--- config.mk ---
export PLATFORM = sky130hd
export DESIGN_NAME = xrv_dbus_axil
export DESIGN_NICKNAME = d
export VERILOG_FILES = /design/src/rtl/xrv_dbus_axil.sv
export SDC_FILE = /design/constraint.sdc
export NUM_CORES = 1
export LEC_CHECK = 0
export CAP_MARGIN = 20
export CORE_ASPECT_RATIO = 0.9
export CORE_MARGIN = 10
export CORE_UTILIZATION = 40
export DETAILED_ROUTE_END_ITERATION = 16
export PLACE_DENSITY = 0.85
export REMOVE_ABC_BUFFERS = 1
export SETUP_SLACK_MARGIN = 0.1
export SYNTH_ARGS = -nofsm -noshare
export SYNTH_HDL_FRONTEND = slang
export SYNTH_SLANG_ARGS = --single-unit
--- constraint.sdc ---
create_clock -name clk -period 2.4 [get_ports clk]
set_input_delay 0.48 -clock clk [delete_from_list [all_inputs] [get_ports clk]]
set_output_delay 0.48 -clock clk [all_outputs]
set_load 0.05 [all_outputs]
--- src/rtl/xrv_dbus_axil.sv ---
// Core data-bus to AXI4-Lite master bridge: one outstanding load or store at a time,
// with a completion timeout that reports an error and then drains the abandoned bus transaction.
module xrv_dbus_axil #(
    parameter int unsigned TIMEOUT = 255
) (
    input  logic        clk,
    input  logic        rstb,
    input  logic [31:0] d_addr,
    input  logic        d_wr_req,
    input  logic [3:0]  d_be,
    input  logic [31:0] d_wr_data,
    output logic        d_wr_ready,
    input  logic        d_rd_req,
    output logic        d_rd_ready,
    output logic [31:0] d_rd_data,
    output logic [31:0] m_awaddr,
    output logic        m_awvalid,
    input  logic        m_awready,
    output logic [31:0] m_wdata,
    output logic [3:0]  m_wstrb,
    output logic        m_wvalid,
    input  logic        m_wready,
    input  logic [1:0]  m_bresp,
    input  logic        m_bvalid,
    output logic        m_bready,
    output logic [31:0] m_araddr,
    output logic        m_arvalid,
    input  logic        m_arready,
    input  logic [31:0] m_rdata,
    input  logic [1:0]  m_rresp,
    input  logic        m_rvalid,
    output logic        m_rready,
    output logic        bus_err
);

    localparam int CNT_W = (TIMEOUT > 0) ? $clog2(TIMEOUT + 1) : 1;

    typedef enum logic [2:0] {IDLE, WRITE, WRESP, READ, RDATA, ACK, DRAIN} state_t;

    state_t             state;
    logic               is_wr;
    logic               resp_owed;
    logic [CNT_W-1:0]   cnt;

    logic               aw_hs, w_hs, ar_hs, b_hs, r_hs;
    logic               aw_clear, w_clear;
    logic               busy, completing, tmo_hit;
    logic [CNT_W-1:0]   cnt_nxt;

    assign aw_hs    = m_awvalid & m_awready;
    assign w_hs     = m_wvalid & m_wready;
    assign ar_hs    = m_arvalid & m_arready;
    assign b_hs     = m_bvalid & m_bready;
    assign r_hs     = m_rvalid & m_rready;
    assign aw_clear = !m_awvalid || m_awready;
    assign w_clear  = !m_wvalid || m_wready;

    assign busy       = (state == WRITE) || (state == WRESP) || (state == READ) || (state == RDATA);
    assign completing = ((state == WRESP) && m_bvalid) || ((state == RDATA) && m_rvalid);
    assign cnt_nxt    = cnt + CNT_W'(1);
    assign tmo_hit    = (TIMEOUT != 0) && (cnt_nxt == CNT_W'(TIMEOUT));

    always_ff @(posedge clk or negedge rstb) begin
        if (!rstb) begin
            state      <= IDLE;
            is_wr      <= 1'b0;
            resp_owed  <= 1'b0;
            cnt        <= '0;
            d_wr_ready <= 1'b0;
            d_rd_ready <= 1'b0;
            d_rd_data  <= '0;
            bus_err    <= 1'b0;
            m_awaddr   <= '0;
            m_awvalid  <= 1'b0;
            m_wdata    <= '0;
            m_wstrb    <= '0;
            m_wvalid   <= 1'b0;
            m_bready   <= 1'b0;
            m_araddr   <= '0;
            m_arvalid  <= 1'b0;
            m_rready   <= 1'b0;
        end else begin
            d_wr_ready <= 1'b0;
            d_rd_ready <= 1'b0;
            bus_err    <= 1'b0;

            // Channel bookkeeping is state-independent so ACK and DRAIN retire handshakes too.
            if (aw_hs) m_awvalid <= 1'b0;
            if (w_hs)  m_wvalid  <= 1'b0;
            if (ar_hs) m_arvalid <= 1'b0;
            if (b_hs) begin
                m_bready  <= 1'b0;
                resp_owed <= 1'b0;
            end
            if (r_hs) begin
                m_rready  <= 1'b0;
                resp_owed <= 1'b0;
            end
            if (busy) cnt <= cnt_nxt;

            case (state)
                IDLE: begin
                    if (d_rd_req) begin
                        m_araddr  <= d_addr;
                        m_arvalid <= 1'b1;
                        is_wr     <= 1'b0;
                        resp_owed <= 1'b1;
                        cnt       <= '0;
                        state     <= READ;
                    end else if (d_wr_req) begin
                        m_awaddr  <= d_addr;
                        m_wdata   <= d_wr_data;
                        m_wstrb   <= d_be;
                        m_awvalid <= 1'b1;
                        m_wvalid  <= 1'b1;
                        is_wr     <= 1'b1;
                        resp_owed <= 1'b1;
                        cnt       <= '0;
                        state     <= WRITE;
                    end
                end
                WRITE: begin
                    if (aw_clear && w_clear) begin
                        m_bready <= 1'b1;
                        state    <= WRESP;
                    end
                end
                WRESP: begin
                    if (m_bvalid) begin
                        d_wr_ready <= 1'b1;
                        bus_err    <= (m_bresp != 2'b00);
                        state      <= ACK;
                    end
                end
                READ: begin
                    if (ar_hs) begin
                        m_rready <= 1'b1;
                        state    <= RDATA;
                    end
                end
                RDATA: begin
                    if (m_rvalid) begin
                        d_rd_data  <= (m_rresp == 2'b00) ? m_rdata : 32'h0;
                        bus_err    <= (m_rresp != 2'b00);
                        d_rd_ready <= 1'b1;
                        state      <= ACK;
                    end
                end
                ACK: begin
                    state <= resp_owed ? DRAIN : IDLE;
                end
                DRAIN: begin
                    if (!resp_owed) begin
                        state <= IDLE;
                    end else if (is_wr) begin
                        if (aw_clear && w_clear && !b_hs) m_bready <= 1'b1;
                    end else begin
                        if ((!m_arvalid || m_arready) && !r_hs) m_rready <= 1'b1;
                    end
                end
                default: state <= IDLE;
            endcase

            // Timeout overrides any address/data-phase transition; a response arriving now still wins.
            if (busy && tmo_hit && !completing) begin
                state      <= ACK;
                bus_err    <= 1'b1;
                d_wr_ready <= is_wr;
                d_rd_ready <= !is_wr;
                if (!is_wr) d_rd_data <= 32'h0;
            end
        end
    end

endmodule

# Word level (Yosys, flattened, before mapping)

Cells that the tools add are included.

Bits in registers: 153
Bits of input ports: 113
Output and inout bits: 140
Logic and storage cells: 126

$add $sub $neg: 1
Equality and inequality tests: 13
Muxes and demuxes: 59
Bitwise operators: 6
Reduce and logical (&&, ||, !) cells: 30

Operators by type and width:

| cell                                                                  | count |
|---|---|
| 32-bit two-way mux                                                    | 5 |
| 1-bit two-way mux                                                     | 37 |
| 8-bit two-way mux                                                     | 4 |
| 3-bit two-way mux                                                     | 9 |
| 3-bit case mux with 7 select lines                                    | 1 |
| 3-bit equality test, second input constant                            | 3 |
| 3-bit by 2-bit != test with 1-bit output, second input constant       | 3 |
| 8-bit by 1-bit adder with 8-bit output, second input constant         | 1 |
| 8-bit equality test, second input constant                            | 1 |
| 1-bit logical AND                                                     | 7 |
| 1-bit logical NOT                                                     | 7 |
| 1-bit logical OR                                                      | 7 |
| 3-bit by 2-bit equality test with 1-bit output, second input constant | 2 |
| 1-bit case mux with 2 select lines                                    | 3 |
| 6-bit AND reduction                                                   | 1 |
| 2-bit nonzero test                                                    | 3 |
| 1-bit AND                                                             | 5 |
| 4-bit != test, second input constant                                  | 1 |
| 2-bit AND reduction                                                   | 2 |
| 3-bit by 1-bit equality test with 1-bit output, second input constant | 1 |
| 3-bit logical NOT                                                     | 1 |
| 3-bit by 1-bit != test with 1-bit output, second input constant       | 1 |
| 3-bit != test, second input constant                                  | 1 |
| 3-bit AND reduction                                                   | 1 |
| other kinds (2)                                                       | 2 |

# Logic depth before layout (Yosys ltp)

Gate-level depths: netlist of the first run.

Word-level depth: 8
Depth in mapped cells: 8
Depth with buffers taken out: 6

# Worst setup path after synthesis of the first run

No wires, ideal clock.

Path kind: register to register
From: register cnt[0]
To: register d_rd_data[10]
Library setup time: 120 ps
Data arrival time: 1879 ps
Required time: 2280 ps
Path slack: 402 ps
Stages on the path, launching flop included: 9
Path buffers: 2
Clock period less this slack: 1998 ps
Cell sequence: dfrtp_1 > ha_1 > buf_6 > nand2b_1 > a21oi_1 > o2111ai_2 > nor4_4 > buf_6 > a21oi_2

Cells in the longest elaborated chain, start to end: 5

RTL lines:

| what                                   | RTL line | RTL |
|---|---|---|
| from (decl)                            | 43       | `logic [CNT_W-1:0] cnt;` |
| from (signal assigned)                 | 99       | `if (busy) cnt <= cnt_nxt;` |
| 8-bit by 1-bit adder with 8-bit output | 60       | `assign cnt_nxt = cnt + CNT_W'(1);` |
| 8-bit equality test                    | 61       | `assign tmo_hit = (TIMEOUT != 0) && (cnt_nxt == CNT_W'(TIMEOUT));` |
| 1-bit logical AND (2 in a row)         | 165      | `if (busy && tmo_hit && !completing) begin` |
| 32-bit two-way mux                     | 165      |  |
| to (signal assigned)                   | 143      | `d_rd_data <= (m_rresp == 2'b00) ? m_rdata : 32'h0;` |
| to (decl)                              | 15       | `output logic [31:0] d_rd_data,` |

Every way passes these cells.
A chain may end at the register's enable or synchronous reset.

# Worst setup path after layout of the first run

From: register cnt[0]
To: register d_rd_ready

Cells in the longest elaborated chain, start to end: 5

RTL lines:

| what                                   | RTL line | RTL |
|---|---|---|
| 8-bit by 1-bit adder with 8-bit output | 60       |  |
| 8-bit equality test                    | 61       |  |
| 1-bit logical AND (2 in a row)         | 165      |  |
| 1-bit two-way mux                      | 165      |  |
| to (signal assigned)                   | 169      | `d_rd_ready <= !is_wr;` |
| to (decl)                              | 14       | `output logic d_rd_ready,` |

Every way passes these cells.

==> results of run 1 <==
## final cells by class
type,count,area (um2),share of cell area [%]
flip-flops and latches,153,3830,39.1
repair buffers,265,2710,27.7
multi-input cells,302,2380,24.3
clock buffers,18,429,4.39
well taps,202,253,2.58
clock inverters,13,168,1.71
inverters,5,18.8,0.192
## metal layers
layer / global-route usage (%) / vias to the layer above / share of wire, %
met5: 0 / - / 0
met4: 5.77 / 0 / 1.9
met3: 8.05 / 21 / 9.6
met2: 30.2 / 173 / 52
met1: 18.5 / 2499 / 36
li1: - / 2222 / -
## state kept, by name, summed over array words and instances (netlist names), 3 cells and up
signal,cells
m_awaddr,32
m_wdata,32
state,3
cnt,8
m_araddr,32
m_wstrb,4
d_rd_data,32
## placed cells by master (no fill, tap or decap), types with 8 or more instances in the layout
cell type | Yosys | final
clkbuf_16 | 0 | 18
clkdlybuf4s50_1 | 0 | 251
nor2_1 | 14 | 13
mux2_2 | 100 | 100
dfrtp_1 | 153 | 153
a21oi_1 | 8 | 8
nand2_1 | 45 | 45
a21oi_2 | 30 | 30
nand3_1 | 36 | 36
## metrics by stage
stage          power, mW  area, um2  setup slack (ps)  hold slack, ps
2_1_floorplan       10.3       6220              -697             184
3_3_place_gp        13.5       9170               144             477
3_5_place_dp        13.7       9170               104             491
4_1_cts             16.5       9770               180            45.0
5_1_grt             17.1       9780               131            55.3
6_report            16.4       9780               223            23.8
## how the worst max path moves through the flow
stage                         from         end  slack, ps  cells past startpoint
after floorplan             cnt[0]  d_rd_ready       -700                      6
after global placement    m_rvalid  d_rd_ready        140                      6
after detailed placement  m_bvalid  d_rd_ready        100                      7
after CTS                   cnt[0]  d_rd_ready        180                      7
after global routing        cnt[0]  d_wr_ready        130                      6
final                       cnt[0]  d_rd_ready        220                      7
## worst max-delay path: cells and delay by family, from the launching register on
family,cells,cell delay (ps)
AOI/OAI and AO/OA,2,330
adders and majority gates,1,350
buffers and inverters,1,280
DFF,1,430
and+or+nand+nor,3,720
## logic make-up after synthesis
family,synth area share (%)
xor+xnor,1.35
compound gates,7.61
buf+inv,2.94
mux,17.6
fa+ha+maj,0.391
flops,59.9
simple gates,10.2
## power groups by stage
stage | combinational (mW) | clock [mW] | sequential [mW]
finish | 9.05 | 2.70 | 4.60
global route | 9.45 | 2.89 | 4.75
CTS | 9.14 | 2.76 | 4.60
detailed placement | 9.11 | 0 | 4.62
global placement | 8.98 | 0 | 4.52
floorplan | 1.80 | 0 | 8.52
==> flow_summary.toml, run 1 <==
[placed_design]
hpwlAfterDp_um = 14400
place_congestion = 0.943
dp_cells = 926
port_buffers = 252

[routing]
drt-total-wl_um = 18900
first_iter_violations = 189
via_per_inst = 5.13
dr.pass1.iters = 4
post_drt_wl_per_cell_um = 19.8
antenna_left = 0
vias = 4915
drc = 0

[clock_network]
cts_root_buf = "clkbuf_16"
cts_buffer_depth = 2
cts_tree = "done"
cts_setup_buffers = 0
h-tree-depth = 4
clkLatencyLatePin_ps = 420
cts_buffers = 17
cts_num_sinks = 153
post_cts_resized = 0
holdBufCountCts = 0
path_clk_slew_ps = 60

[critical_path]
r2r_start = "cnt[0]"
cpMaxStageDelayCell = "dfrtp_1"
worstPathRequired_ps = 2750
slowest_delay_ps = 430
reg2regPathDepth = 7
criticalPathCategory = "reg -> reg"
regToRegEndpoint = "d_rd_ready"
cp_cell_sequence = "ha_1 -> nand4b_1 -> o22ai_1 -> a32oi_2 -> nor4_4 -> clkbuf_16 -> or2_2"
regToRegSetupSlack_ps = 220
worstSetupStartpointType = "register"
cp-end-kind = "register"
arrival_ps = 2530
path_max_fanout = 17

[die]
die_area_um2 = 21400
die_w_um = 153
core_um2 = 15500
die_h_um = 140
start_util_pct = 41.1
num_rows = 43
ios = 253

[synthesis]
synthTopCellsByArea = "dfrtp_1 (60%), mux2_2 (18%), a21oi_2 (4.1%)"
yosys.area.top_type_share_pct = 59.9
syn_inst = 491
syn_area_um2 = 6390
synth_common_cells = "dfrtp_1 (153), mux2_2 (100), nand2_1 (45), nand3_1 (36), a21oi_2 (30)"
synth_edf_count = 0
avgSynthCellArea_um2 = 13.0
synth_top_area_cell = "dfrtp_1"
yosysSeqAreaShare_pct = 59.9
ys_warn_count = 0
async_reset_ff_share_pct = 100
ys_types = 50
synth-seq-cells = 153
yosysMostFrequentCell = "dfrtp_1"
synth_ff_type = "dfrtp_1"

[status]
status = "finished clean"

[final_layout]
nNetsFinal = 859
syn2layout_area_growth_pct = 53.0
num-fill-cells = 1171
antennaDiodeCount = 0
drive_gt1_share_pct = 25.1
final_cells = 958
fin_util_pct = 62.9

[sta]
tightest_slew_ps = 576
setup_tns_ps = 0
final.setup_skew_ps = 15.0
fmax_ghz = 0.459
setup_violations = 0
rsz0062_at_grt = "no"
fin_crit_sh_pct = 90.7
slew-limit-headroom_pct = 61.5
fin_crit_ps = 2180
hold_viol = 0
finalMaxSlewViolations = 0

[global_route]
track_usage_pct = 17.5
grt_pass1_vias = 5449
antenna_found_initial = 0
grt_pass1_wl_um = 30200
grt_start_max_net_pins = 59
grt-ovfl-total = 0

[power_and_ir_drop]
internal-power_mw = 8.71
p_per_area_nw_per_um2 = 1670
pwr-share-clk_pct = 16.5
seqPwrFrac_pct = 28.1
leakagePower_nw = 4.10
swShare_pct = 46.8
ir_drop_mv = 1.18
combPwrFrac_pct = 55.3
switchingPower_mw = 7.64

[flow_run]
drv_cap = 0

[worst_hold_path]
worst_hold_path_type = "in -> async"
Power figures use the tool's default switching activity.
==> run 2, diff against run 1 <==
Settings changed: CORE_ASPECT_RATIO 0.9 to not set, HOLD_SLACK_MARGIN set to 0.1.
==> flow_summary.toml, run 2 (synthesized netlist as in run 1, its figures left out) <==
[global_route]
grt_pass1_wl_um = 28900
grt_pass1_vias = 5167
grt_start_max_net_pins = 71
track_usage_pct = 16.9
grt-ovfl-total = 0
antenna_found_initial = 0

[die]
start_util_pct = 40.5
die_h_um = 146
core_um2 = 15800
ios = 253
num_rows = 46
die_w_um = 146
die_area_um2 = 21400

[clock_network]
cts_num_sinks = 153
cts_setup_buffers = 0
h-tree-depth = 4
cts_root_buf = "clkbuf_16"
cts_buffer_depth = 2
cts_tree = "done"
clkLatencyLatePin_ps = 420
path_clk_slew_ps = 60
cts_buffers = 17

[sta]
fin_crit_sh_pct = 89.5
rsz0062_at_grt = "no"
hold_viol = 0
finalMaxSlewViolations = 0
setup_tns_ps = 0
final.setup_skew_ps = 7.26
setup_violations = 0
fmax_ghz = 0.466
tightest_slew_ps = 556
fin_crit_ps = 2150
finalWorstSetupSlack_ps = 253
slew-limit-headroom_pct = 62.8

[routing]
antenna_left = 0
vias = 4788
post_drt_wl_per_cell_um = 18.6
dr.pass1.iters = 4
via_per_inst = 4.91
drt-total-wl_um = 18100
first_iter_violations = 151
drc = 0

[final_layout]
antennaDiodeCount = 0
drive_gt1_share_pct = 25.7
nNetsFinal = 862
syn2layout_area_growth_pct = 53.8
final_cell_mix = "clkdlybuf4s50_1 (251), dfrtp_1 (153), mux2_2 (100)"
fin_util_pct = 62.4
final_common_cell = "clkdlybuf4s50_1"

[placed_design]
place_congestion = 0.819
port_buffers = 252
pre_cts_slack_ps = 159
hpwlAfterDp_um = 13300

[critical_path]
cp_cell_sequence = "clkdlybuf4s50_1"
worstPathRequired_ps = 1920
worstSetupStartpointType = "register"
criticalPathCategory = "reg -> out"
cpMaxStageDelayCell = "clkdlybuf4s50_1"
arrival_ps = 1670
cp_num_buf_inv = 1
path_max_fanout = 5
critical_path.top_delay_family = "buffers and inverters"
cp-end-kind = "output pin"
slowest_delay_ps = 850

[power_and_ir_drop]
swShare_pct = 46.6
combPwrFrac_pct = 55.3
leakagePower_nw = 4.11
pwr-share-clk_pct = 16.6
switchingPower_mw = 7.55
p_per_area_nw_per_um2 = 1650
seqPwrFrac_pct = 28.1
ir_drop_mv = 1.10
internal-power_mw = 8.66

[status]
status = "finished clean"

[flow_run]
drv_cap = 0

[worst_hold_path]
worst_hold_path_type = "reg -> reg"
-- run 2: final timing paths --
path	end	start	slack, ps	depth (start not counted)
min	m_wdata[3]	m_wdata[3]	500	1
min reg2reg	m_wdata[3]	m_wdata[3]	500	1
max reg2reg	d_rd_ready	cnt[1]	300	7
max in group asynchronous	m_wdata[3]	rstb	1170	3
max	m_arvalid	m_arvalid	250	1
min in group asynchronous	bus_err	rstb	600	2
-- run 2: final cells by class --
class	count	area, um2
Fill cell	1227	5940
Sequential cell	153	3830
Timing Repair Buffer	268	2730
Multi-Input combinational cell	302	2390
Clock buffer	19	453
Tap cell	216	270
Clock inverter	13	141
Inverter	5	18.8
-- run 2: repair_timing --
action	CTS	global route
setup endpoints to repair	0	6
hold buffers	1	0
endpoints found under the hold margin	47	0
resized for setup	0	2
-- run 2: power groups by stage --
stage,Sequential (mW),Clock [mW],Combinational [mW]
after detailed placement,4.59,0,9.04
final,4.56,2.69,8.97
after global routing,4.74,2.87,9.39
after floorplan,8.52,0,1.80
after CTS,4.56,2.75,9.08
after global placement,4.52,0,8.94
-- run 2: layer usage --
metal  track usage [%]  up-vias  wire length (um)
li1                  -     2227                 -
met1              18.9     2376              7210
met2              28.5      176              9090
met3              8.19        9              1700
met4              3.85        0               138
met5                 0        -                 0
-- run 2: worst register-to-register path, cell delays in order (launching register included) --
cell and delay, ps:
dfrtp_1 430, ha_2 320, xor2_2 160, o311a_2 190, o2111ai_2 180, nor4_4 340
buf_12 280, or2_2 160
-- run 2: per-stage QoR --
step                      area, um2  total power [mW]  hold WS (ps)  cells
after global placement         9220              13.5           474    943
after detailed placement       9220              13.6           478    943
final                          9830              16.2           501    976
after global routing           9830              17.0           516    976
after CTS                      9830              16.4           506    976
after floorplan                6220              10.3           184    460
